**config.mk**
```make
export PLATFORM = sky130hd
export DESIGN_NAME = mx_fp32_stim_gen
export DESIGN_NICKNAME = d
export VERILOG_FILES = /design/src/rtl/mx_stim_pkg.sv /design/src/rtl/mx_stim_lfsr.sv /design/src/rtl/mx_fp32_stim_gen.sv
export SDC_FILE = /design/constraint.sdc
export NUM_CORES = 1
export LEC_CHECK = 0
export ABC_AREA = 1
export BUFFER_PORTS_ARGS = -buffer_cell sky130_fd_sc_hd__buf_2
export CORE_ASPECT_RATIO = 0.75
export CORE_MARGIN = 3
export CORE_UTILIZATION = 40
export DETAILED_ROUTE_END_ITERATION = 8
export GPL_ROUTABILITY_DRIVEN = 0
export MAX_ROUTING_LAYER = met4
export PLACE_DENSITY = 0.7
export SKIP_CTS_REPAIR_TIMING = 1
export SYNTH_ARGS = -nofsm -noshare
export SYNTH_HDL_FRONTEND = slang
export SYNTH_SLANG_ARGS = --single-unit
export TNS_END_PERCENT = 20
```
**constraint.sdc**
```tcl
create_clock -name clk -period 6.3 [get_ports clk]
set_input_delay 0.945 -clock clk [delete_from_list [all_inputs] [get_ports clk]]
set_output_delay 0.945 -clock clk [all_outputs]
set_load 0.02 [all_outputs]
```
**src/rtl/mx_stim_pkg.sv**
```systemverilog
// Shared types, FP32 field constants and small helpers for the MX FP32 stimulus generator.
package mx_stim_pkg;

  localparam int unsigned FLOAT32_WIDTH = 32;
  localparam int unsigned EXP_WIDTH     = 8;
  localparam int unsigned MANT_WIDTH    = 23;
  localparam logic [7:0]  EXP_MAX       = 8'hFE;
  localparam logic [7:0]  NAN_EXP       = 8'hFF;
  localparam logic [31:0] LFSR_TAPS     = 32'h80200003;

  typedef enum logic [2:0] {
    MODE_NORMAL    = 3'd0,
    MODE_CARRY     = 3'd1,
    MODE_TIE       = 3'd2,
    MODE_MANT_OVF  = 3'd3,
    MODE_SCALE_OVF = 3'd4,
    MODE_NAN       = 3'd5,
    MODE_SUBNORM   = 3'd6,
    MODE_ZERO      = 3'd7
  } mode_e;

  typedef enum logic [1:0] {
    ST_IDLE = 2'd0,
    ST_SEL  = 2'd1,
    ST_GEN  = 2'd2,
    ST_DONE = 2'd3
  } state_e;

  typedef struct packed {
    logic                  sign;
    logic [EXP_WIDTH-1:0]  exp;
    logic [MANT_WIDTH-1:0] mant;
  } fp32_t;

  // Right-shifting Galois step: feedback bit is the LSB shifted out.
  function automatic logic [31:0] lfsr_step(input logic [31:0] s);
    return s[0] ? ((s >> 1) ^ LFSR_TAPS) : (s >> 1);
  endfunction

  function automatic logic [31:0] rotl32(input logic [31:0] x, input logic [4:0] sh);
    return (x << sh) | (x >> (6'd32 - {1'b0, sh}));
  endfunction

  function automatic logic [7:0] exp_clamp(input logic [7:0] e);
    return (e == 8'd0) ? 8'd1 : ((e == NAN_EXP) ? EXP_MAX : e);
  endfunction

  // Per-block exponent for MANT_OVF, kept one below EXP_MAX so a mantissa carry still fits.
  function automatic logic [7:0] block_exp(input logic [7:0] e);
    return (e == 8'd0) ? 8'd1 : ((e > 8'd253) ? 8'd253 : e);
  endfunction

endpackage

```
**src/rtl/mx_stim_lfsr.sv**
```systemverilog
// Seeded 32-bit Galois LFSR with reload and advance enable; a zero seed is replaced by 1.
module mx_stim_lfsr
  import mx_stim_pkg::*;
#(
  parameter logic [31:0] SEED = 32'h1
) (
  input  logic        clk,
  input  logic        rst,
  input  logic        load_i,
  input  logic        adv_i,
  output logic [31:0] lfsr_o
);

  localparam logic [31:0] SEED_EFF = (SEED == 32'h0) ? 32'h1 : SEED;

  logic [31:0] lfsr_q, lfsr_d;

  always_comb begin
    lfsr_d = lfsr_q;
    if (load_i)     lfsr_d = SEED_EFF;
    else if (adv_i) lfsr_d = lfsr_step(lfsr_q);
  end

  always_ff @(posedge clk or posedge rst) begin
    if (rst) lfsr_q <= SEED_EFF;
    else     lfsr_q <= lfsr_d;
  end

  assign lfsr_o = lfsr_q;

endmodule

```
**src/rtl/mx_fp32_stim_gen.sv**
```systemverilog
// FP32 corner-case stimulus source for the MXINT8 converter, sweeping enabled modes block by block.
// Optional MX_STIM_CHECKSUM_EN adds checksum_o, the XOR of every accepted lane word since start.
module mx_fp32_stim_gen
  import mx_stim_pkg::*;
#(
  parameter int unsigned LANES           = 4,
  parameter int unsigned BLOCK_SIZE      = 32,
  parameter int unsigned BLOCKS_PER_MODE = 3,
  parameter logic [31:0] LFSR_SEED       = 32'hACE12468
) (
  input  logic                           clk,
  input  logic                           rst,
  input  logic                           start_i,
  input  logic [7:0]                     mode_mask_i,
  input  logic                           ready_i,
  output logic                           valid_o,
  output logic [FLOAT32_WIDTH*LANES-1:0] data_o,
  output logic                           last_o,
  output logic [2:0]                     mode_o,
  output logic                           busy_o,
  output logic                           done_o
`ifdef MX_STIM_CHECKSUM_EN
  ,
  output logic [31:0]                    checksum_o
`endif
);

  localparam int unsigned DATA_W = FLOAT32_WIDTH * LANES;
  localparam int unsigned BEATS  = BLOCK_SIZE / LANES;
  localparam int unsigned BEAT_W = (BEATS > 1) ? $clog2(BEATS) : 1;
  localparam int unsigned BLK_W  = (BLOCKS_PER_MODE > 1) ? $clog2(BLOCKS_PER_MODE) : 1;

  state_e              state_q;
  mode_e               mode_q;
  logic [7:0]          mask_q;
  logic [3:0]          cur_q;
  logic [BEAT_W-1:0]   beat_q;
  logic [BLK_W-1:0]    blk_q;
  logic [7:0]          eb_q;
  logic                valid_q, last_q, busy_q, done_q;
  logic [DATA_W-1:0]   data_q;
  logic [31:0]         lfsr_q, lfsr_nxt;

  logic                accept_c, load_c, sel_found_c, last_beat_c, last_blk_c;
  mode_e               sel_mode_c;
  logic [BEAT_W-1:0]   beat_n_c;
  logic [BLK_W-1:0]    blk_n_c;
  logic [7:0]          eb_n_c;
  logic [DATA_W-1:0]   data_n_c, first_c;

  // One beat of lane words derived from a single LFSR state.
  function automatic logic [DATA_W-1:0] beat_word(input logic [31:0] s, input mode_e m,
                                                  input logic neg, input logic first,
                                                  input logic [7:0] eb);
    logic [DATA_W-1:0] w;
    logic [31:0]       r;
    fp32_t             f;
    int                nan_lane;
    w        = '0;
    nan_lane = int'(s[1:0]) % int'(LANES);
    for (int k = 0; k < int'(LANES); k++) begin
      r      = rotl32(s, 5'(5 * k));
      f      = fp32_t'(r);
      f.sign = neg;
      f.exp  = exp_clamp(r[30:23]);
      case (m)
        MODE_CARRY:     f.mant = {8'hFF, r[14:0]};
        MODE_TIE:       f.mant = {r[22:16], 16'h8000};
        MODE_MANT_OVF:  begin f.exp = eb; f.mant = {8'hFF, r[14:0]}; end
        MODE_SCALE_OVF: begin f.exp = EXP_MAX; f.mant = '1; end
        MODE_NAN:       if (first && k == nan_lane) begin
                          f.exp  = NAN_EXP;
                          f.mant = {1'b1, r[21:0]};
                        end
        MODE_SUBNORM:   begin f.exp = '0; f.mant = r[22:0] | 23'h1; end
        MODE_ZERO:      begin f.exp = '0; f.mant = '0; end
        default:        ;
      endcase
      w[FLOAT32_WIDTH*k +: FLOAT32_WIDTH] = f;
    end
    return w;
  endfunction

  mx_stim_lfsr #(.SEED(LFSR_SEED)) u_lfsr (
    .clk    (clk),
    .rst    (rst),
    .load_i (load_c),
    .adv_i  (accept_c),
    .lfsr_o (lfsr_q)
  );

  assign lfsr_nxt = lfsr_step(lfsr_q);
  assign accept_c = valid_q & ready_i;
  assign load_c   = (state_q == ST_IDLE) & start_i;

  // Lowest enabled mode at or above the cursor; cursor 8 means the sweep is finished.
  always_comb begin
    sel_found_c = 1'b0;
    sel_mode_c  = MODE_NORMAL;
    for (int i = 7; i >= 0; i--) begin
      if (mask_q[i] && (4'(i) >= cur_q)) begin
        sel_found_c = 1'b1;
        sel_mode_c  = mode_e'(3'(i));
      end
    end
  end

  always_comb begin
    last_beat_c = (beat_q == BEAT_W'(BEATS - 1));
    last_blk_c  = (blk_q == BLK_W'(BLOCKS_PER_MODE - 1));
    beat_n_c    = last_beat_c ? '0 : beat_q + BEAT_W'(1);
    blk_n_c     = last_beat_c ? blk_q + BLK_W'(1) : blk_q;
    eb_n_c      = last_beat_c ? block_exp(lfsr_nxt[30:23]) : eb_q;
    data_n_c    = beat_word(lfsr_nxt, mode_q, blk_n_c[0], last_beat_c, eb_n_c);
    first_c     = beat_word(lfsr_q, sel_mode_c, 1'b0, 1'b1, block_exp(lfsr_q[30:23]));
  end

`ifdef MX_STIM_CHECKSUM_EN
  logic [31:0] csum_q;

  function automatic logic [31:0] lane_xor(input logic [DATA_W-1:0] d);
    logic [31:0] x;
    x = '0;
    for (int k = 0; k < int'(LANES); k++) x = x ^ d[FLOAT32_WIDTH*k +: FLOAT32_WIDTH];
    return x;
  endfunction

  always_ff @(posedge clk or posedge rst) begin
    if (rst)                               csum_q <= '0;
    else if (load_c)                       csum_q <= '0;
    else if (accept_c)                     csum_q <= csum_q ^ lane_xor(data_q);
  end

  assign checksum_o = csum_q;
`endif

  // Mode sweep FSM; the next beat is preloaded on acceptance so outputs hold during back-pressure.
  always_ff @(posedge clk or posedge rst) begin
    if (rst) begin
      state_q <= ST_IDLE;
      mode_q  <= MODE_NORMAL;
      mask_q  <= '0;
      cur_q   <= '0;
      beat_q  <= '0;
      blk_q   <= '0;
      eb_q    <= '0;
      valid_q <= 1'b0;
      last_q  <= 1'b0;
      busy_q  <= 1'b0;
      done_q  <= 1'b0;
      data_q  <= '0;
    end else begin
      done_q <= 1'b0;
      case (state_q)
        ST_IDLE: if (start_i) begin
          mask_q  <= mode_mask_i;
          cur_q   <= '0;
          busy_q  <= 1'b1;
          state_q <= ST_SEL;
        end
        ST_SEL: if (sel_found_c) begin
          mode_q  <= sel_mode_c;
          beat_q  <= '0;
          blk_q   <= '0;
          eb_q    <= block_exp(lfsr_q[30:23]);
          data_q  <= first_c;
          last_q  <= (BEATS == 1);
          valid_q <= 1'b1;
          state_q <= ST_GEN;
        end else begin
          done_q  <= 1'b1;
          state_q <= ST_DONE;
        end
        ST_GEN: if (accept_c) begin
          if (last_beat_c && last_blk_c) begin
            valid_q <= 1'b0;
            last_q  <= 1'b0;
            cur_q   <= {1'b0, mode_q} + 4'd1;
            state_q <= ST_SEL;
          end else begin
            beat_q  <= beat_n_c;
            blk_q   <= blk_n_c;
            eb_q    <= eb_n_c;
            data_q  <= data_n_c;
            last_q  <= (beat_n_c == BEAT_W'(BEATS - 1));
          end
        end
        ST_DONE: begin
          busy_q  <= 1'b0;
          state_q <= ST_IDLE;
        end
        default: state_q <= ST_IDLE;
      endcase
    end
  end

  assign valid_o = valid_q;
  assign data_o  = data_q;
  assign last_o  = last_q;
  assign mode_o  = mode_q;
  assign busy_o  = busy_q;
  assign done_o  = done_q;

endmodule

```
After elaboration in Yosys (flattened, before gate mapping). Cells that the tools add are included.

Flip-flop bits (word level): 194. Output and inout port bits: 135. Input bits: 12. Logic and storage cells: 220.

Mux-type cells: 103. $add $sub $neg: 3. Bitwise logic cells: 9. $lt $le $gt $ge: 10. Equality and inequality tests: 40. Reductions and logical operators: 41.

Operator list (number): $pmux 23 s6 (8); $mux 128 (3); $pmux 128 s2 (1); $pmux 8 s4 (8); $mux 31 (8); $mux 8 (24); $mux 32 (3); $eq 8x8->1 const B (8); $logic_not 32->1 (2); $logic_not 8->1 (8); $or 31x10->31 (2); $or 31x15->31 (2); $or 31x5->31 (2); $mux 3 (12); $eq 3x3->1 const B (10); $mux 1 (18); $ge 3x4->1 const A (4); $gt 8x8->1 const B (2); $pmux 8 s2 (1); $mux 2 (7); $logic_and 1x1->1 (13); $eq 3x2->1 const B (4); $mux 4 (3); $ne 2x2->1 const B (6); 24 further kinds (47).

Logic depth before layout (Yosys ltp).
Depth in word-level cells: 15. Gate-level depth with buffers: 18. Depth with buffers taken out: 16.

Modules after synthesis. Synthesis repeated with hierarchy kept, for this count alone.

Cell total of the unflattened synthesis: 1639. Area, all modules: 11103.1 µm².

By module, submodules not included: mx_fp32_stim_gen (area an instance 9790.6 µm², cells each 1500, seq. area each 3203.1 µm², instances 1); mx_stim_lfsr (area an instance 1312.5 µm², cells each 139, seq. area each 817.0 µm², instances 1).

Worst setup path before layout. No wires, ideal clock.

Kind: register -> register. Start: reg mode_q[0] (netlist: mode_o[0]). End: reg data_q[11] (netlist: data_o[11]). Setup time: 0.076 ns. Path buffers: 2. Period minus slack after synthesis: 2.277 ns. Cell stages (with the launch flop): 14. Arrival time: 2.200 ns. Setup slack: 4.023 ns. Path through: dfrtp_1 -> ha_1 -> ha_1 -> buf_2 -> inv_1 -> nand2_2 -> nor2_1 -> nand2_1 -> nand2_2 -> nor2_4 -> buf_2 -> o21ai_0 -> nand2_1 -> o21ai_1.

Word-level cells in the longest chain between the ends: 6. Elaborated cells between the ends (all ways): 12. Those cells by class: eq/ne (7); mux (4); reduce/logical (1).

Ends and longest elaborated chain: from (decl) (line mx_fp32_stim_gen.sv:34) `mode_e mode_q;`; from (signal assigned) (line mx_fp32_stim_gen.sv:162) `mode_q <= sel_mode_c;`; $eq 3x2->1 or $eq 3x1->1 (tied branches) (line mx_fp32_stim_gen.sv:66) `case (m)`; $reduce_or 2->1 (no source line); $pmux 23 s6 * (line mx_fp32_stim_gen.sv:66); $mux 128 * (line mx_fp32_stim_gen.sv:175) `if (last_beat_c && last_blk_c) begin`; $mux 128 * (line mx_fp32_stim_gen.sv:174) `ST_GEN: if (accept_c) begin`; $pmux 128 s2 * (line mx_fp32_stim_gen.sv:154) `case (state_q)`; to (signal assigned) (line mx_fp32_stim_gen.sv:166) `data_q <= first_c;`; to (signal assigned) (line mx_fp32_stim_gen.sv:184) `data_q <= data_n_c;`; to (decl) (line mx_fp32_stim_gen.sv:41) `logic [DATA_W-1:0] data_q;`.

Mark *: on every way between the ends. The rest lies on a longest branch, timed or not. The select of a mux whose other input is x is not followed. A chain may end at the register's enable or synchronous reset.

Final worst setup path.
Start: reg state_q[0]. End: reg data_q[55] (netlist: data_o[55]).

Word-level cells in the longest chain between the ends: 3. Elaborated cells between the ends (all ways): 8. Those cells by class: eq/ne (5); mux (1); reduce/logical (2).

Ends and longest elaborated chain: from (decl) (line mx_fp32_stim_gen.sv:33) `state_e state_q;`; from (signal assigned) (line mx_fp32_stim_gen.sv:140) `state_q <= ST_IDLE;`; from (signal assigned) (line mx_fp32_stim_gen.sv:159) `state_q <= ST_SEL;`; from (signal assigned) (line mx_fp32_stim_gen.sv:169) `state_q <= ST_GEN;`; $eq 2x2->1 or $eq 2x1->1 (tied branches) (line mx_fp32_stim_gen.sv:154); $ne 2x2->1 (no source line) or $reduce_bool 2->1 (tied branches); $reduce_and 4->1 (no source line).

Several ways; a longest one is shown, not always the timed one.

==> run summary <==
• sky130_fd_sc_hd__dfrtp_1 — most common flop cell mapped by yosys
• 0 — Final Setup Violations
• 10.7% — area added between synthesis and finish
• 25900 um — post-detailed-placement half-perimeter wirelength
• 27600 um2 — floorplan die area
• 2.08% — post-synthesis adder-cell area fraction
• 0 ns — final setup TNS
• 1528 — number of nets at the end of the flow
• 1919 — violation count after the first detailed-routing iteration
• 10200 um2 — combined area of all synthesized cells
• 10100 — vias in the first global route
• reg -> reg — Hold/Removal Path Class
• 82 — largest net degree at the start of global routing
• 0 — warning count from the yosys run
• 8 — detailed-routing iteration count for the pre-antenna-repair pass
• simple AND/OR/NAND/NOR gates — combinational family with the most area after synthesis
• register — crit path capture type
• 7.11 um2 — Post-Synthesis Mean Instance Area
• 0 — Antenna diodes
• 0 — post-route DRC violation count
• 0 — number of antenna violations at the first check in global routing
• sky130_fd_sc_hd__nand2_1 — cell with the most instances after synthesis
• 10800 — number of vias after detailed routing
• finished, final reports clean — run status
• 25100 um2 — total core area
• 0.270 GHz — fmax
• 4 — H-tree depth reported by CTS
• sky130_fd_sc_hd__inv_2 — critical-path cell with the highest stage delay
• 0.0147 ns — clock tree skew after final layout
• sky130_fd_sc_hd__dfrtp_1 — post-synthesis cell type with the largest combined area
• register — startpoint type of the worst setup path
• 17 — total clock buffers created by CTS
• 191 um — die boundary width
• 16.2% — share of final-layout standard cells stronger than drive strength 1
• 0 — number of flops mapped to enable cells by yosys
• 5.84 — routed via count divided by cell count
• 145 um — height of the die
• sky130_fd_sc_hd__clkbuf_16 — Root Buffer Master
• 30.4% — Simple-Gate Fraction of Synth Area
• built — CTS tree
• 67 — largest fanout on the critical path
• 57300 um — wire length of the first global-routing pass
• 0.885 ns — slew at the pin closest to its max-slew limit
• 0 — total count of hold-check failures in the final report
• 6.67 ns — required time of the critical path
• 39.2% — fraction of the yosys area taken by sequential cells
• 0.44 ns — worst-skew pair later-pin latency
• 0 — count of maximum capacitance violations
• 0.07 ns — register clock-pin slew on the reported worst setup and hold paths
• 100% — share of async-settable or async-resettable flops after synthesis
• 160 — synthesized flop and latch total
• 146 — IO Port Bufs
• reg -> reg — Crit Path Class
• 147 — IO Count
• 27.6% — overall fraction of global-route tracks in use
• 160 — count of clock tree sinks
• 0 — Overflow after GRT
• 1469 — Net Count, Synth
• 35.9% — Yosys top cell area share
• 0.83 ns — crit-path max cell delay
• 19.9 um — routed wire length per instance
• 50 — Distinct cells, synth
• no — setup repair after global routing missed its margin
• 40.8% — Starting Density
• 17.2% — Compound-Gate Fraction of Synth Area
• 50 — std cell rows
• 0 — number of routed nets with antenna violations
• 1440 — cells after synthesis
• 3.70 ns — minimum clock period after layout
• 2 — Max clock buf depth
• 0 — final number of max-transition violations
• 36800 um — total length of routed wires
• 0% — post-synthesis mux area share
• 0.171% — xor/xnor cell area share of the yosys netlist
• sky130_fd_sc_hd__nand2_1, sky130_fd_sc_hd__dfrtp_1, sky130_fd_sc_hd__nor2_1 — most used standard cells in the synthesized netlist
• sky130_fd_sc_hd__dfrtp_1, sky130_fd_sc_hd__nand2_1, sky130_fd_sc_hd__o21ai_0, sky130_fd_sc_hd__nor2_1, sky130_fd_sc_hd__a21oi_1 — largest cells by area after synthesis
• 58.7% — Final Cycle Share
• 4.07 ns — arrival time at the worst endpoint
• 40.8% — remaining max-slew budget at the tightest pin
• inv_1, ha_1, buf_4, clkinv_1, buf_4, nor2_1, inv_1, nand4_4, inv_2, o21ai_0, o21ai_1 — cell breakdown of the critical path
==> per-layer routing <==
metal / track usage [%] / wire [um] / up-vias
met4: 10.7 / 1370 / 0
met2: 37.8 / 14800 / 826
met5: - / 0 / -
li1: - / - / 4849
met1: 38.3 / 15300 / 4979
met3: 7.95 / 5360 / 156
==> kinds of logic after synthesis <==
logic type | after synthesis
XOR/XNOR | 2
buffers and inverters | 232
AO/OA/AOI/OAI | 319
flip-flops | 160
AND/OR/NAND/NOR | 710
adder cells (fa/ha/maj) | 17
==> worst paths after layout <==
| path | from | end | slack [ns] | depth (start not counted) |
|---|---|---|---|---|
| worst max-delay path | state_q[0] | data_o[55] | 2.60 | 11 |
| worst min-delay path | data_o[56] | data_o[56] | 0.48 | 2 |
| worst max register to register | state_q[0] | data_o[55] | 2.60 | 11 |
| worst min register to register | data_o[56] | data_o[56] | 0.48 | 2 |
| max in group asynchronous | rst | data_o[88] | 4.58 | 3 |
| min in group asynchronous | rst | data_o[76] | 0.54 | 2 |
==> registers in the layout, summed over array words and instances, names as in the netlist <==
name and flops:
beat_q 3, blk_q 1, busy_o 1, cur_q 4
data_o 95, done_o 1, eb_q 8, last_o 1
mask_q 8, mode_o 3, state_q 2, u_lfsr.lfsr_o 32
valid_o 1
==> layout by cell type, fill, tap and decap left out, types with 22 or more instances in the layout <==
cell	netlist	layout
sky130_fd_sc_hd__nand2_1	420	420
sky130_fd_sc_hd__dfrtp_1	147	147
sky130_fd_sc_hd__buf_2	24	146
sky130_fd_sc_hd__nor2_1	124	124
sky130_fd_sc_hd__o21ai_0	119	119
sky130_fd_sc_hd__inv_1	109	107
sky130_fd_sc_hd__a21oi_1	89	89
sky130_fd_sc_hd__nand3_1	80	80
sky130_fd_sc_hd__o21ai_1	31	31
sky130_fd_sc_hd__o22ai_1	24	24
sky130_fd_sc_hd__nand4_1	22	22
==> area by class of cell <==
class / count / area, um2
tap: 338 / 423
fill: 2578 / 13700
sequential: 160 / 4020
inverter: 118 / 450
clock buffer: 23 / 468
multi-input combinational: 1048 / 5100
timing repair buffer: 154 / 791
clock inverter: 9 / 86.3
==> worst max-delay path, delay by kind of cell, from the launching register on <==
kind            cells  cell delay, ns
simple gates        2            0.59
buf+inv             6            2.02
compound gates      2            0.39
fa+ha+maj           1            0.21
flops               1            0.38
==> stage by stage <==
step	setup WS, ns	utilization, %	std cells	area (um2)	hold slack, ns
2_1_floorplan	1.06	-	1440	10200	0.444
3_3_place_gp	2.87	43.0	1818	10800	0.458
3_5_place_dp	2.72	43.0	1818	10800	0.460
4_1_cts	2.70	45.2	1850	11300	0.479
5_1_grt	2.27	45.2	1850	11300	0.501
6_report	2.60	45.2	1850	11300	0.476
Power is not shown: default switching activity piles up to over one toggle a cycle in this logic, so the estimate is an artifact.
